**src/rtl/alu_pkg.sv**
```systemverilog
// Shared definitions for the ALU and its round-robin arbiter:
// opcode constants, arbiter state encoding and the default datapath width.
package alu_pkg;

   localparam int WIDTH_DEFAULT = 32;

   localparam logic [1:0] ALU_OP_ADD = 2'd0;
   localparam logic [1:0] ALU_OP_SUB = 2'd1;
   localparam logic [1:0] ALU_OP_AND = 2'd2;
   localparam logic [1:0] ALU_OP_OR  = 2'd3;

   typedef enum logic [1:0] {
      ARB_IDLE = 2'd0,
      ARB_EXEC = 2'd1,
      ARB_RESP = 2'd2
   } arb_state_t;

endpackage

```
**src/rtl/alu.sv**
```systemverilog
// Registered two-operand ALU; result updates only on cycles with en high and
// otherwise holds. The result register is deliberately left without reset.
module alu
   import alu_pkg::*;
#(
   parameter int WIDTH = WIDTH_DEFAULT
) (
   input  logic             clk,
   input  logic             en,
   input  logic [WIDTH-1:0] a,
   input  logic [WIDTH-1:0] b,
   input  logic [1:0]       op,
   output logic [WIDTH-1:0] result
);

   always_ff @(posedge clk) begin
      if (en) begin
         case (op)
            ALU_OP_ADD: result <= a + b;
            ALU_OP_SUB: result <= a - b;
            ALU_OP_AND: result <= a & b;
            ALU_OP_OR:  result <= a | b;
         endcase
      end
   end

endmodule

```
**src/rtl/alu_arbiter.sv**
```systemverilog
// Round-robin arbiter that shares one registered alu between N_REQ requesters,
// with one operation in flight and a per-requester valid/ready response channel.
//
// state | meaning
// IDLE  | waiting for a request; grants the round-robin winner combinationally
// EXEC  | alu enabled for exactly one cycle with the latched operands
// RESP  | result presented to the owner until it accepts it
module alu_arbiter
   import alu_pkg::*;
#(
   parameter int N_REQ = 4,
   parameter int WIDTH = WIDTH_DEFAULT
) (
   input  logic                   clk,
   input  logic                   reset,
   input  logic [N_REQ-1:0]       req_valid,
   output logic [N_REQ-1:0]       req_ready,
   input  logic [N_REQ*WIDTH-1:0] req_a,
   input  logic [N_REQ*WIDTH-1:0] req_b,
   input  logic [N_REQ*2-1:0]     req_op,
   output logic [N_REQ-1:0]       resp_valid,
   input  logic [N_REQ-1:0]       resp_ready,
   output logic [WIDTH-1:0]       resp_data,
   output logic                   busy
);

   localparam int IDX_W = $clog2(N_REQ);

   arb_state_t       state_q, state_d;
   logic [IDX_W-1:0] ptr_q, owner_q, winner, ptr_next;
   logic [WIDTH-1:0] opnd_a_q, opnd_b_q, alu_result;
   logic [1:0]       op_q;
   logic             accept, handshake, alu_en;

   // First set bit at or above base, wrapping modulo N_REQ.
   function automatic logic [IDX_W-1:0] rr_pick(input logic [N_REQ-1:0] valid,
                                                 input logic [IDX_W-1:0] base);
      logic [IDX_W-1:0] pick;
      logic             found;
      int               idx;
      pick  = base;
      found = 1'b0;
      for (int i = 0; i < N_REQ; i++) begin
         idx = (int'(base) + i) % N_REQ;
         if (!found && valid[idx]) begin
            pick  = IDX_W'(idx);
            found = 1'b1;
         end
      end
      return pick;
   endfunction

   always_comb begin
      winner = rr_pick(req_valid, ptr_q);
   end

   always_comb begin
      ptr_next = (owner_q == IDX_W'(N_REQ - 1)) ? '0 : owner_q + 1'b1;
   end

   always_comb begin
      state_d    = state_q;
      req_ready  = '0;
      resp_valid = '0;
      alu_en     = 1'b0;
      busy       = 1'b1;
      accept     = 1'b0;
      handshake  = 1'b0;
      case (state_q)
         ARB_IDLE: begin
            busy = 1'b0;
            // Reset is asynchronous, so a grant must not leak out while it is held.
            if ((|req_valid) && !reset) begin
               accept            = 1'b1;
               req_ready[winner] = 1'b1;
               state_d           = ARB_EXEC;
            end
         end
         ARB_EXEC: begin
            alu_en  = 1'b1;
            state_d = ARB_RESP;
         end
         ARB_RESP: begin
            resp_valid[owner_q] = 1'b1;
            if (resp_ready[owner_q]) begin
               handshake = 1'b1;
               state_d   = ARB_IDLE;
            end
         end
         default: state_d = ARB_IDLE;
      endcase
   end

   always_ff @(posedge clk or posedge reset) begin
      if (reset) begin
         state_q  <= ARB_IDLE;
         ptr_q    <= '0;
         owner_q  <= '0;
         opnd_a_q <= '0;
         opnd_b_q <= '0;
         op_q     <= '0;
      end else begin
         state_q <= state_d;
         if (accept) begin
            owner_q  <= winner;
            opnd_a_q <= req_a[winner*WIDTH +: WIDTH];
            opnd_b_q <= req_b[winner*2*0 + winner*WIDTH +: WIDTH];
            op_q     <= req_op[winner*2 +: 2];
         end
         if (handshake) begin
            ptr_q <= ptr_next;
         end
      end
   end

   alu #(
      .WIDTH(WIDTH)
   ) u_alu (
      .clk   (clk),
      .en    (alu_en),
      .a     (opnd_a_q),
      .b     (opnd_b_q),
      .op    (op_q),
      .result(alu_result)
   );

   // The alu result register is not reset, so it is only visible in RESP.
   assign resp_data = (state_q == ARB_RESP) ? alu_result : '0;

endmodule
```
**config.mk**
```make
export PLATFORM = sky130hd
export DESIGN_NAME = alu_arbiter
export DESIGN_NICKNAME = d
export VERILOG_FILES = /design/src/rtl/alu_pkg.sv /design/src/rtl/alu.sv /design/src/rtl/alu_arbiter.sv
export SDC_FILE = /design/constraint.sdc
export NUM_CORES = 1
export LEC_CHECK = 0
export ABC_CLOCK_PERIOD_IN_PS = 3900
export CORE_MARGIN = 5
export CORE_UTILIZATION = 42
export CTS_BUF_LIST = sky130_fd_sc_hd__clkbuf_8
export CTS_CLUSTER_DIAMETER = 100
export DETAILED_ROUTE_END_ITERATION = 16
export PLACE_DENSITY = 0.89
export SETUP_SLACK_MARGIN = 0.02
export SLEW_MARGIN = 20
export SYNTH_ARGS = -nofsm -noshare
export SYNTH_HDL_FRONTEND = slang
export SYNTH_SLANG_ARGS = --single-unit
```
**constraint.sdc**
```tcl
create_clock -name clk -period 3.9 [get_ports clk]
set_input_delay 0.78 -clock clk [delete_from_list [all_inputs] [get_ports clk]]
set_output_delay 0.78 -clock clk [all_outputs]
set_load 0.01 [all_outputs]
```
==> results by stage <==
Cells and area:
- The antenna cell count is 0.
- The most common cell after layout, fill and taps aside is clkdlybuf4s50_1.
- The footprint of the flip-flops and latches is 0.00276 mm2.
- The finished layout holds 1,416 standard cells, fillers aside.
- Summing all multi-input logic gate instances after layout gives 0.00579 mm2.
- In the layout the commonest cells are clkdlybuf4s50_1, buf_4, dfrtp_1, mux4_2, mux2_2.
- The final net count is 1,454.
- The ratio of cells with drive above 1 in the final layout is 0.242.
- The number of fill cells in the layout is 1,588.
- The area growth from synthesis to layout is 49.7%.
- The finished layout cell area is 0.0129 mm2.

Global route:
- The number of antenna violations at the first check in global routing is 0.
- The number of global-route vias before repair is 7,990.
- For this run, the total global-route usage over all layers was measured as 0.225.
- The first global-routing pass estimated 42.6 mm of wire.
- Entering global routing, the biggest net connects 73 pins.
- The aggregate global routing overflow is 0.

CTS:
- The deepest level of the CTS H-tree is 3.
- In this run the clock root is driven by a clkbuf_8.
- Counting along the longest clock path gives a buffer depth of 2.
- The clock net in this run drives a total of 104 sinks.
- At the later pin of the worst-skew pair, clock insertion delay measures 400 ps.
- TritonCTS built the clock tree.
- The number of CTS-inserted buffers is 9.
- The CTS clock-pin slew for the worst setup and hold paths is 110 ps.

Timing:
- Setup repair after global routing could not meet its margin everywhere.
- The remaining max-slew budget at the tightest pin is 0.289.
- The peak clock frequency supported by timing is 250 MHz.
- The final number of max-transition violations is 0.
- The ratio of final minimum period to clock period is 1.03.
- The transition at the pin with the smallest max-transition slack is 1060 ps.
- The post-route clock skew is 18.9 ps.
- The final sum of negative setup slack is -114 ps.
- Across all setup checks in the final design, the least slack found is -101 ps.
- For the finished layout, the period the worst path requires is 4000 ps.
- The final count of hold timing violations is 0.
- The tightest hold path in the finished design has a slack of 570 ps.
- The number of setup violations in the final report is 2.

Outcome:
- The flow ran to the end, but the final reports show violations.
- The final reports fail on setup timing.

Place:
- Routability-driven placement finished with a final weighted congestion of 0.970.
- Counting tap cells, the placed design contains a total of 1,393 instances.
- The half-perimeter wire length after detailed placement is 22.4 mm.
- The count of input and output buffers is 314.
- The standard cell area after detailed placement is 0.0125 mm2.

Worst setup path:
- For the worst setup path, the data required time is 4030 ps.
- The largest fanout on the critical path is 4.
- The largest stage delay on the critical path is 580 ps.
- The endpoint class of the critical path is a flop.
- The largest individual stage delay along the critical path comes from the cell or4_4.
- The cell family with the largest share of critical-path delay is simple AND/OR/NAND/NOR gates.
- The setup path with the least slack is of type reg -> reg.
- The type of origin of the critical path is a flop.
- The signal on the critical path passes through or4_4 -> nor4_4 -> buf_4 -> and4_4 -> buf_4 -> and2_4 -> nor2_1 -> xnor2_1 -> ha_1 -> nand2_1 -> o211ai_1 -> nand3_1 -> nand2_1 -> a21oi_2 -> o21bai_2 -> xor2_1 -> mux2i_1 -> o2111ai_1.
- Counting both buffers and inverters, the worst setup path holds a total of 2.
- The reg-to-reg startpoint is opnd_b_q[4].
- The start point of the critical path is opnd_b_q[4].
- The worst endpoint data arrival time is 4130 ps.

Synthesis:
- The synthesized netlist contains 63 unique library cells.
- During synthesis, Yosys emitted a total of 0 warnings.
- The number of nets handed over by synthesis was 1,103.
- For this run, the leading register cell type out of synthesis is dfrtp_1.
- The biggest area contributor in the post-synthesis netlist is dfrtp_1.
- Yosys mapped a number of flops with a built-in enable equal to 32.
- The share of the Yosys chip area taken by registers is 0.320.
- Counting flops and latches in the post-synthesis netlist gives 104.
- The area share of the largest cell type after synthesis is 0.209.
- A synthesized cell averages 10.9 um2.
- The proportion of synthesized flip-flops having asynchronous set or reset is 0.692.
- The cell count after synthesis is 790.
- Sorting the synthesized cells by area gives the leading types as dfrtp_1, mux4_2, edfxtp_1.
- The synthesized area is 0.00862 mm2.

Floorplanning:
- The floorplan row count is 52.
- During I/O placement, the number of pins put on the boundary was 315.
- The area of the placeable core is 0.0202 mm2.
- The die area is 0.0235 mm2.
- The initial utilization of the core area, before any placement, comes to 0.426.
- The y dimension of the die is 153 um.
- The width of the chip is 153 um.

Min path:
- The startpoint identified for the worst hold timing path is opnd_a_q[6].
- The type of the worst min-delay path is reg -> reg.

Job:
- Max-cap violations in this run came to 0.

Routing:
- Summed over all layers, the routed wires come to 27.5 mm.
- The post-route DRC violation count is 0.
- In this run the remaining antenna-violating nets after routing total 0.
- The number of vias after detailed routing is 7,763.
- The routed wire length per instance is 19.4 um.
- In the routed layout, each cell is associated on average with a via count of 5.48.
- The number of iterations in the first detailed-routing pass is 5.
- The starting DRC count in detailed routing is 586.

Power:
- The largest voltage drop on the vdd net is 540 uV.
- For this design the static power due to leakage is 0.00500 uW.
- In this run the power density over the cells is 999 mW/mm2.
## path summary, 6_finish.rpt
| check | end | slack (ps) | cells past startpoint |
|---|---|---|---|
| setup / recovery | u_alu.result[31] | -100 | 18 |
| hold / removal | opnd_a_q[6] | 570 | 1 |
| setup reg to reg | u_alu.result[31] | -100 | 18 |
| hold reg to reg | opnd_a_q[6] | 570 | 1 |
| max in group asynchronous | opnd_a_q[21] | 2180 | 3 |
| min in group asynchronous | opnd_a_q[1] | 850 | 2 |
## cell usage after synthesis, drive strengths merged (7+ instances only)
master and number:
ha 38, nand3 8, a21oi 45, edfxtp 32
and3 7, nor2 32, dfrtp 72, o21bai 8
nor2b 8, xor2 28, xnor2 31, mux4 67
clkbuf 38, mux2 65, maj3 29, nand2 63
inv 21, o21ai 56, and2 39, nor3 11
buf 13, a21o 13
## repair_timing
action / CTS / global route
pin swaps: 7 / 24
endpoints found under the setup margin: 10 / 13
hold buffers: 0 / 0
buffers inserted: 2 / 6
gates resized for setup: 19 / 23
## cell families after synthesis
kind of cell	Yosys count	synth area share
adders and majority gates	68	0.0911
AOI/OAI and AO/OA	158	0.114
DFF	104	0.320
xor gates and xnor gates	59	0.0599
buffers and inverters	72	0.0337
muxes	134	0.262
and+or+nand+nor	195	0.118
## worst register-to-register path, stage by stage (launching register included)
cell	delay, ps
dfrtp_1	390
or4_4	580
nor4_4	200
buf_4	190
and4_4	250
buf_4	110
and2_4	160
nor2_1	50
xnor2_1	130
ha_1	390
nand2_1	110
o211ai_1	280
nand3_1	110
nand2_1	90
a21oi_2	50
o21bai_2	150
xor2_1	190
mux2i_1	200
o2111ai_1	120
## per-stage QoR
stage	power, uW	setup slack (ps)	util
after floorplan	8560	-42.9	-
after global placement	11300	-9.70	0.617
after detailed placement	11600	-125	0.617
after CTS	12500	-83.6	0.631
after global routing	13900	-256	0.638
final	12900	-101	0.638
## cell type report
class	count	area share
flip-flops and latches	104	0.214
repair buffers	391	0.290
multi-input cells	614	0.449
well taps	270	0.0262
inverters	21	0.00620
clock buffers	10	0.0107
clock inverters	6	0.00397
## report_power, final
part           leakage (uW)  switching [uW]  internal, uW
logic               0.00375            4870          4920
clock network     0.0000987             402           259
registers           0.00115             520          1920
## sequential cells by signal, summed over array words and instances, names as in the netlist
name / flops
ptr_q: 2
op_q: 2
opnd_a_q: 32
state_q: 2
u_alu.result: 32
owner_q: 2
opnd_b_q: 32
## routing by layer
metal	global-route usage	part of all wire	up-vias
met1	0.287	0.41	3802
met3	0.0427	0.050	39
met5	0	0	-
met4	0.0573	0.021	0
met2	0.396	0.52	252
li1	-	-	3670
No activity file was read; power rests on OpenSTA's default activity.
